===== src/rtl/mix_pkg.sv =====
// Shared definitions for the audio mix scheduler: FSM states, default
// geometry and the accumulator width rule.
package mix_pkg;

  localparam int DEF_L = 24;
  localparam int DEF_N = 4;

  typedef enum logic [1:0] {
    IDLE = 2'd0,
    SCAN = 2'd1,
    SAT  = 2'd2
  } state_t;

  // Width that holds the sum of n signed l-bit samples without overflow.
  function automatic int acc_width(input int l, input int n);
    return l + $clog2(n);
  endfunction

endpackage


===== src/rtl/mix_acc.sv =====
// Mix accumulator: clears at frame start, adds sign-extended samples and
// presents the clamped L-bit result together with a clip indication.
module mix_acc
  import mix_pkg::*;
#(
  parameter int L     = DEF_L,
  parameter int ACC_W = acc_width(DEF_L, DEF_N)
) (
  input  logic         clk,
  input  logic         reset,
  input  logic         i_clr,
  input  logic         i_add,
  input  logic [L-1:0] i_sample,
  output logic [L-1:0] o_sat,
  output logic         o_clip
);

  localparam logic signed [ACC_W-1:0] SAT_MAX = {{(ACC_W-L+1){1'b0}}, {(L-1){1'b1}}};
  localparam logic signed [ACC_W-1:0] SAT_MIN = {{(ACC_W-L+1){1'b1}}, {(L-1){1'b0}}};

  logic signed [ACC_W-1:0] r_acc;
  logic signed [ACC_W-1:0] w_ext;

  assign w_ext = {{(ACC_W-L){i_sample[L-1]}}, i_sample};

  // Running sum for the current frame.
  always_ff @(posedge clk or negedge reset) begin
    if (!reset) begin
      r_acc <= '0;
    end else if (i_clr) begin
      r_acc <= '0;
    end else if (i_add) begin
      r_acc <= r_acc + w_ext;
    end
  end

  // Clamp the sum into the L-bit signed range and flag when clamping applies.
  always_comb begin
    o_sat  = r_acc[L-1:0];
    o_clip = 1'b0;
    if (r_acc > SAT_MAX) begin
      o_sat  = {1'b0, {(L-1){1'b1}}};
      o_clip = 1'b1;
    end else if (r_acc < SAT_MIN) begin
      o_sat  = {1'b1, {(L-1){1'b0}}};
      o_clip = 1'b1;
    end
  end

endmodule


===== src/rtl/mix_scheduler.sv =====
// Audio mix scheduler: on each LRCLK falling-edge strobe, polls enabled
// channels one per cycle, sums their samples, saturates and publishes the
// mix with a one-cycle valid pulse. Tracks overrun/underrun/clip status.
module mix_scheduler
  import mix_pkg::*;
#(
  parameter int L = DEF_L,
  parameter int N = DEF_N
) (
  input  logic           clk,
  input  logic           reset,
  input  logic           next_lrclk_fall,
  input  logic [N*L-1:0] ch_data,
  input  logic [N-1:0]   ch_valid,
  input  logic [N-1:0]   ch_mask,
  input  logic           clear_flags,
  output logic [N-1:0]   ch_ready,
  output logic [L-1:0]   mix_out,
  output logic           mix_valid,
  output logic           busy,
  output logic           overrun,
  output logic           underrun,
  output logic           clipped
);

  localparam int ACC_W = acc_width(L, N);
  localparam int IDX_W = (N > 1) ? $clog2(N) : 1;
  localparam logic [IDX_W-1:0] LAST_IDX = IDX_W'(N - 1);

  state_t         r_state;
  state_t         w_next;
  logic [IDX_W-1:0] r_idx;
  logic [N-1:0]   r_mask;
  logic           w_start;
  logic           w_scan;
  logic           w_sat;
  logic           w_add;
  logic           w_under;
  logic           w_over;
  logic           w_clip;
  logic [L-1:0]   w_sample;
  logic [L-1:0]   w_sat_val;

  assign w_sample = ch_data[r_idx*L +: L];
  assign w_add    = w_scan & r_mask[r_idx] & ch_valid[r_idx];
  assign w_under  = w_scan & r_mask[r_idx] & ~ch_valid[r_idx];
  assign w_over   = busy & next_lrclk_fall;

  // State register.
  always_ff @(posedge clk or negedge reset) begin
    if (!reset) begin
      r_state <= IDLE;
    end else begin
      r_state <= w_next;
    end
  end

  // Next-state: one frame is IDLE -> SCAN (N cycles) -> SAT -> IDLE.
  always_comb begin
    w_next = r_state;
    case (r_state)
      IDLE:    if (next_lrclk_fall) w_next = SCAN;
      SCAN:    if (r_idx == LAST_IDX) w_next = SAT;
      SAT:     w_next = IDLE;
      default: w_next = IDLE;
    endcase
  end

  // State-decoded controls: grant only the polled, enabled channel.
  always_comb begin
    ch_ready = '0;
    busy     = 1'b0;
    w_start  = 1'b0;
    w_scan   = 1'b0;
    w_sat    = 1'b0;
    case (r_state)
      IDLE: w_start = next_lrclk_fall;
      SCAN: begin
        busy            = 1'b1;
        w_scan          = 1'b1;
        ch_ready[r_idx] = r_mask[r_idx];
      end
      SAT: begin
        busy  = 1'b1;
        w_sat = 1'b1;
      end
      default: ;
    endcase
  end

  // Channel index and per-frame enable snapshot.
  always_ff @(posedge clk or negedge reset) begin
    if (!reset) begin
      r_idx  <= '0;
      r_mask <= '0;
    end else if (w_start) begin
      r_idx  <= '0;
      r_mask <= ch_mask;
    end else if (w_scan) begin
      r_idx  <= (r_idx == LAST_IDX) ? '0 : r_idx + 1'b1;
    end
  end

  // Publish the saturated mix once per frame.
  always_ff @(posedge clk or negedge reset) begin
    if (!reset) begin
      mix_out   <= '0;
      mix_valid <= 1'b0;
    end else begin
      mix_valid <= w_sat;
      if (w_sat) mix_out <= w_sat_val;
    end
  end

  // Sticky status; a set event beats a simultaneous clear.
  always_ff @(posedge clk or negedge reset) begin
    if (!reset) begin
      overrun  <= 1'b0;
      underrun <= 1'b0;
      clipped  <= 1'b0;
    end else begin
      overrun  <= w_over | (overrun & ~clear_flags);
      underrun <= w_under | (underrun & ~clear_flags);
      clipped  <= (w_sat & w_clip) | (clipped & ~clear_flags);
    end
  end

  mix_acc #(
    .L     (L),
    .ACC_W (ACC_W)
  ) u_acc (
    .clk      (clk),
    .reset    (reset),
    .i_clr    (w_start),
    .i_add    (w_add),
    .i_sample (w_sample),
    .o_sat    (w_sat_val),
    .o_clip   (w_clip)
  );

endmodule


===== config.mk =====
export PLATFORM = sky130hd
export DESIGN_NAME = mix_scheduler
export DESIGN_NICKNAME = d
export VERILOG_FILES = /design/src/rtl/mix_pkg.sv /design/src/rtl/mix_acc.sv /design/src/rtl/mix_scheduler.sv
export SDC_FILE = /design/constraint.sdc
export NUM_CORES = 1
export LEC_CHECK = 0
export CAP_MARGIN = 20
export CELL_PAD_IN_SITES_DETAIL_PLACEMENT = 1
export CELL_PAD_IN_SITES_GLOBAL_PLACEMENT = 2
export CORE_ASPECT_RATIO = 0.8
export CORE_UTILIZATION = 25
export DETAILED_ROUTE_END_ITERATION = 10
export GPL_ROUTABILITY_DRIVEN = 0
export PLACE_DENSITY_LB_ADDON = 0.1
export SLEW_MARGIN = 20
export SYNTH_ARGS = -nofsm -noshare
export SYNTH_HDL_FRONTEND = slang
export SYNTH_SLANG_ARGS = --single-unit

===== constraint.sdc =====
create_clock -name clk -period 3.19 [get_ports clk]
set_input_delay 0.638 -clock clk [delete_from_list [all_inputs] [get_ports clk]]
set_output_delay 0.638 -clock clk [all_outputs]
set_load 0.02 [all_outputs]

==> results of run 1 <==
## power by group
part | switching, mW | total (mW) | internal, mW
Combinational | 2.02 | 4.04 | 2.02
Clock | 0.386 | 1.09 | 0.702
Sequential | 0.180 | 1.22 | 1.04
Total | 2.59 | 6.35 | 3.76
## flip-flops by register name, summed over array words and instances (netlist names)
signal / cells
mix_out: 24
clipped: 1
r_state: 2
u_acc.r_acc: 26
mix_valid: 1
overrun: 1
r_mask: 4
underrun: 1
r_idx: 2
## tightest hold or removal path, cell delays in order, from the launching register on
cell and delay (ns):
dfrtp_1 0.34, nand2_1 0.05, nand2_1 0.06
## how the worst max path moves through the flow
| stage | start | end | slack, ns | cells after the start |
|---|---|---|---|---|
| final | ch_data[81] | u_acc.r_acc[22]$_DFFE_PN0P_ | -0.02 | 10 |
| after global routing | r_idx[0]$_DFFE_PN0P_ | u_acc.r_acc[25]$_DFFE_PN0P_ | -0.11 | 11 |
| after CTS | r_idx[0]$_DFFE_PN0P_ | u_acc.r_acc[22]$_DFFE_PN0P_ | -0.07 | 12 |
| after detailed placement | ch_data[72] | u_acc.r_acc[24]$_DFFE_PN0P_ | -0.53 | 13 |
| after global placement | ch_data[72] | u_acc.r_acc[22]$_DFFE_PN0P_ | -0.42 | 12 |
| after floorplan | r_idx[0]$_DFFE_PN0P_ | u_acc.r_acc[22]$_DFFE_PN0P_ | 0.02 | 11 |
## area by class of cell
type | instances | area, um^2
timing repair buffer | 233 | 2150
fill | 2070 | 10700
clock inverter | 6 | 85.1
tap | 230 | 288
sequential | 62 | 1550
inverter | 43 | 161
clock buffer | 10 | 239
multi-input combinational | 373 | 3030
## cell families after synthesis
group / Yosys count / synth area share
AOI/OAI and AO/OA: 139 / 0.195
xor gates and xnor gates: 9 / 0.0169
adders and majority gates: 34 / 0.0931
buffers and inverters: 71 / 0.0630
DFF: 62 / 0.334
muxes: 28 / 0.130
and+or+nand+nor: 163 / 0.168
## layout by cell type (no fill, tap or decap), drive strengths merged, types with 3 or more instances in the layout
master / count
nor2: 49
a21boi: 3
xnor2: 4
o21ai: 28
and3: 13
a31oi: 3
clkdlybuf4s50: 133
nand3: 14
nand2: 45
nor2b: 3
a21o: 11
buf: 94
and2: 4
nand2b: 3
xor2: 5
dfrtp: 62
inv: 43
a211oi: 5
o21bai: 3
o31a: 4
a21oi: 33
nand4: 5
mux4: 26
nand3b: 3
o22ai: 24
clkbuf: 10
nor3: 12
o21a: 8
and4: 3
o31ai: 3
dlygate4sd2: 5
ha: 33
## per-layer routing
metal / up-vias / routed length [um] / global-route usage
li1: 2277 / - / -
met5: - / 0 / 0
met4: 0 / 140 / 0.0390
met3: 8 / 731 / 0.0407
met1: 2352 / 8370 / 0.248
met2: 123 / 7460 / 0.297
## stage by stage
stage	total power [mW]	hold slack, ns	area, um^2
after CTS	6.30	0.482	7390
final	6.35	0.478	7510
after global routing	6.84	0.513	7510
after floorplan	3.33	0.342	4670
after global placement	4.90	0.458	6870
after detailed placement	4.98	0.468	6870
## repair_timing
item	in CTS	in global routing
buffers inserted	7	2
resized for setup	23	22
setup endpoints to repair	7	14
pin swaps	8	16
cloned	0	0
==> results.md, run 1 <==
- The run finished, with violations left.
- The checks that failed: setup timing.
- Synthesis produced 506 cells.
- Along the worst path, the maximum fanout reaches 6.
- The number of buffer and inverter stages on the critical path is 1.
- In this run the cell area of the synthesized design comes to 4650 um^2.
- The path class of the lowest-slack min-delay path is register to register.
- The number of synthesized register bits is 62.
- The number of DRC violations after detailed-routing iteration 0 is 131.
- The total leakage power is 3.23 nW.
- The worst-case setup slack after placement is -0.533 ns.
- The number of global-route vias before repair is 4,987.
- Detailed placement ended at an HPWL of 12,900 um.
- The number of cells on the worst reg-to-reg path is 12.
- The transition at the pin with the smallest max-transition slack is 0.896 ns.
- At the worst endpoint, the required time is 3.41 ns.
- The flip-flop cell with the highest count after synthesis is dfrtp_1.
- The number of different library cells in the post-synthesis netlist is 60.
- The initial antenna violation count came to 0.
- The worst setup path is captured at a register.
- The number of detailed-routing iterations run before antenna repair is 4.
- Synthesis produced a netlist with a net count of between 600 and 700.
- In this run the critical register-to-register path is captured at u_acc.r_acc[22]$_DFFE_PN0P_.
- The depth of the CTS H-tree is 3.
- Yosys instantiated no cell more often than dfrtp_1.
- The number of nets still failing antenna checks after routing is 0.
- The smallest clock period supported by the final layout is computed as 3.21 ns.
- Setup repair after global routing could not meet its margin everywhere.
- The final antenna diode count is 0.
- IR analysis of the VDD net gives a maximum drop of roughly 0.00028 V.
- The relative area change from synthesis to final layout is 61.4%.
- The clock-pin slew on the worst setup and hold paths is roughly 0.050 ns.
- The number of placed instances, taps included, is 932.
- Summed over all layers, the routed wires come to 16,700 um.
- The sum of overflow across all layers after global routing is 0.
- The floorplan die area is 19,200 um^2.
- The hold violation total from the final report is 0.
- In this run, CTS created clock tree buffers numbering 9.
- The relative max-transition margin is 0.400.
- The synthesized design spends more area on one cell type than any other, namely dfrtp_1.
- The maximum operating frequency is 311 MHz.
- The worst flop-to-flop path startpoint is r_idx[0]$_DFFE_PN0P_.
- The worst setup path category is input pin to register.
- Dividing the detail-routed wire length by the instance count gives about 17 um.
- The longest individual stage delay on the worst path is 0.52 ns.
- The slowest stage of the critical path belongs to the cell mux4_2.
- In this run the power density over the cells is 845 nW/um^2.
- The setup TNS is -0.0239 ns.
- The sequential element share of the synthesized area is 0.334.
- Setup violations remaining at the end of the flow were counted as 1.
- The first-pass GRT wire length is 26,600 um.
- Yosys attributes the largest share of cell area to dfrtp_1, mux4_2, ha_1.
- TritonCTS built the clock tree.
- The clock drives 62 sinks.
- The final net count is 864.
- On the critical path the largest part of the delay comes from compound AO/OA/AOI/OAI gates.
- In the final layout, the share of cells above drive strength 1 is 0.239.
- The buffer cell driving the clock tree root is clkbuf_16.
- Counting instances, the worst hold path has a depth of 2.
- The area fraction of the dominant cell type after synthesis is 0.334.
- The element type at the critical path start is an input pin.
- Measured along the y axis, the die boundary spans about 120 um.
- The area of the core is 18,200 um^2.
- For this run, the number of Yosys warnings is 0.
- After detailed routing, the number of remaining DRC violations is 0.
- The core utilization of the finished layout is 0.413.
- For this design the top-level I/O count stands at approximately 140.
- The count of final max-slew check failures is 0.
- Entering global routing, the biggest net connects 63 pins.
- Across all register-to-register paths, the minimum setup slack is 0.02 ns.
- The max capacitance violation total is 0.
- After synthesis, the mean cell area works out to a little over 9 um^2.
- In this run, synthesis inferred 0 flip-flops with an integrated enable.
- Across all setup checks in the final design, the least slack found is -0.0239 ns.
- The number of buffers inserted for hold repair after clock tree synthesis is 0.
- Walking the worst path, the cells encountered are clkdlybuf4s50_1, mux4_2, ha_4, a21o_1, a31o_1, a211oi_2, a311o_2, nor3_2, or4b_1, o2111a_1.
- Using the TritonRoute via totals, the vias-per-cell ratio works out to roughly 5.0.
- For the worst setup path, the data arrival time is ~3.4 ns.
- The worst-case clock buffer depth is 2.
- The worst clock skew is 0.00619 ns.
- Buffers placed on the I/O ports in this run total 140.
- The total global routing track utilization is 0.182.
- The endpoint with the worst hold slack is r_mask[2]$_DFFE_PN0P_.
- The part of the cycle the worst path needs is 1.01.
- The initial utilization of the core area, before any placement, comes to 0.256.
- Leaving out filler cells and counting taps, the final layout contains 957.
- The width of the chip is 154 um.
- The floorplan has 44 rows.
- Counting flops with an async set or reset pin after synthesis yields a share of 1.00.
- For the worst-skew pair, the clock arrives at the later sink with an insertion delay of 0.34 ns.
- After synthesis, the most frequently instantiated cells are dfrtp_1, nor2_1, nand2_1, inv_1.
- The hold path startpoint is r_mask[2]$_DFFE_PN0P_.
- The total via count in the routed design is 4,760.
Power figures use the tool's default switching activity.
==> inputs of run 2 (changes only) <==
- CORE_UTILIZATION: 25 -> 28
- clock period: 3.19 -> 3.4 ns (I/O delays scaled with it)
==> results.md, run 2 (same netlist as run 1, synthesis figures left out) <==
- The flow ran to the end, and the final reports show no timing, DRC or antenna violations.
- The number of placed instances, taps included, is 900.
- The gate family responsible for the most delay along the worst path is compound AO/OA/AOI/OAI gates.
- For this run, the slowest stage of the critical path takes 0.50 ns.
- The worst-case clock buffer depth is 2.
- Together, buffers and inverters on the worst path number 1.
- Buffers placed on the I/O ports in this run total 140.
- On the final layout, the worst hold slack is approximately 0.38 ns.
- The pre-antenna-repair detailed-routing pass consisted of 4 iterations.
- On the critical path, the stage with the largest delay is an instance of or4b_1.
- The HPWL after detailed placement is 12,600 um.
- The die span in y is roughly 120 um.
- The register with the most flip-flops in the final layout is u_acc.r_acc.
- In this run the worst path has a maximum fanout of 3.
- The min-delay analysis places its worst path in the category input pin to async pin.
- The library cells used most frequently in the layout, excluding fill and tap cells, are clkdlybuf4s50_1, buf_4, dfrtp_1, nor2_1, nand2_1.
- The setup check on the worst reg-to-reg path leaves a slack of 0.12 ns.
- The startpoint identified for the worst register-to-register timing path is r_idx[0]$_DFFE_PN0P_.
- The final antenna diode count is 0.
- The die is 146 um wide.
- 141 I/O pins were placed.
- The number of global-route vias before repair is 4,927.
- For this block, the initial DRC count from the detailed router was 130.
- The critical path data required time is 3.63 ns.
- STA classifies the critical path endpoint as a register.
- The average wire length per cell after detail routing is 17.5 um.
- After detailed routing, the number of vias per cell comes to 5.04.
- Measured in cells, the most critical reg-to-reg path has a length of 12.
- Max-cap violations in this run came to 0.
- The number of buffers inserted during clock tree synthesis is 9.
- The floorplan step defined a core boundary enclosing 16,000 um^2.
- The register with the most flip-flops in the layout has 26 of them.
- The most common cell after layout, fill and taps aside is clkdlybuf4s50_1.
- The count of final max-slew check failures is 0.
- The fraction of layout cells with a size suffix above 1 is 0.208.
- The total leakage power is around 3.2 nW.
- The hold violation total from the final report is 0.
- At the later pin of the worst-skew pair, clock insertion delay measures 0.35 ns.
- CTS placed an instance of clkbuf_16 at the clock tree root.
- The number of sinks handled by clock tree synthesis is 62.
- Subtracting the final worst setup slack from the clock period gives 3.32 ns.
- The worst setup path category is input pin to register.
- The total overflow left after global routing is 0.
- The die covers about 17,000 um^2.
- Measured against its own limit, the worst slew margin works out to 0.386.
- Clock-pin slew was measured on the worst setup and hold paths at 0.06 ns.
- For the pin with the worst max-slew slack, the measured transition is 0.918 ns.
- Entering global routing, the biggest net connects 28 pins.
- The signal on the critical path passes through clkdlybuf4s50_1, mux4_2, ha_4, nor2b_2, o31a_1, a31oi_4, a311o_2, nor3_4, or4b_1, o2111a_1.
- Setup violations remaining at the end of the flow were counted as 0.
- The H-tree was split into 3 levels.
- The initial antenna violation count was 0.
- The worst clock skew is 0.00645 ns.
- Data on the critical path arrives at its endpoint at 3.55 ns.
- The count of nets left with antenna violations once routing finished came out at 0.
- The element type at the critical path start is an input pin.
- The total global routing track utilization is 0.195.
- For this run, design rule violations remaining after detail routing come to 0.
- The post-layout instance count excluding filler cells is 923.
- The first-pass GRT wire length is 25,700 um.
- After floorplanning, the core was divided into 41 placement rows.
- Across the VDD grid, the largest voltage drop is 0.000267 V.
- Once layout is complete, the utilization of the core stands at 0.456.
- In this run the power density over the cells is 783 nW/um^2.
- For this run, the top clock speed supported by timing is 301 MHz.
- The initial utilization of the core area, before any placement, comes to 0.291.
- The end of the worst register-to-register path is u_acc.r_acc[22]$_DFFE_PN0P_.
- The final net count is ~850.
- The total via count in the routed design is ~4,600.
- Of the available clock period, the critical path in the final layout requires 0.976.
- The routed design has between 15,000 and 20,000 um of wire.
- In the final layout, the registers with the most flip-flops are u_acc.r_acc: 26 flops, mix_out: 24 flops, r_mask: 4 flops.
- The number of buffers inserted for hold repair after clock tree synthesis is 0.
- The area growth from synthesis to layout is 57.1%.
- TritonCTS built the clock tree.
run 2: what timing repair did:
| action | CTS | global route |
|---|---|---|
| buffers inserted | 0 | 7 |
| endpoints found under the setup margin | 0 | 6 |
| gates resized for setup | 0 | 32 |
run 2: per-stage QoR:
step	setup WS, ns	instance area [um^2]	total power [mW]	TNS, ns
2_1_floorplan	0.0270	4650	3.10	0
3_3_place_gp	-0.261	6730	4.44	-1.69
3_5_place_dp	-0.282	6730	4.52	-2.14
4_1_cts	0.0717	7040	5.57	0
5_1_grt	-0.00729	7310	6.17	-0.0134
6_report	0.0810	7310	5.72	0
run 2: worst max path at each step:
stage / startpoint / to / slack [ns] / cells after the start
2_1_floorplan: r_idx[0]$_DFFE_PN0P_ / u_acc.r_acc[22]$_DFFE_PN0P_ / 0.03 / 11
3_3_place_gp: ch_data[79] / u_acc.r_acc[16]$_DFFE_PN0P_ / -0.26 / 12
3_5_place_dp: ch_data[72] / u_acc.r_acc[22]$_DFFE_PN0P_ / -0.28 / 12
4_1_cts: ch_data[72] / u_acc.r_acc[22]$_DFFE_PN0P_ / 0.07 / 12
5_1_grt: ch_data[1] / u_acc.r_acc[25]$_DFFE_PN0P_ / -0.007 / 10
6_report: ch_data[2] / u_acc.r_acc[22]$_DFFE_PN0P_ / 0.08 / 10
run 2: area by class of cell:
type | count | area (um^2)
multi-input cells | 373 | 2990
clock buffers | 12 | 246
fillers | 1829 | 8700
well taps | 215 | 269
inverters | 43 | 161
flip-flops and latches | 62 | 1550
clock inverters | 4 | 70.1
repair buffers | 214 | 2020
run 2: report_power, final:
group	total (mW)	switching, mW	internal [mW]
registers	1.15	0.170	0.977
clock network	1.01	0.351	0.660
logic	3.57	1.82	1.74
total	5.72	2.34	3.38
run 2: metal layers:
metal  GRT usage  wire (um)  vias to the layer above
met5           0          0                        -
met4      0.0583        189                        0
met3      0.0391        787                       13
met2       0.314       7160                      119
met1       0.266       8040                     2274
li1            -          -                     2243
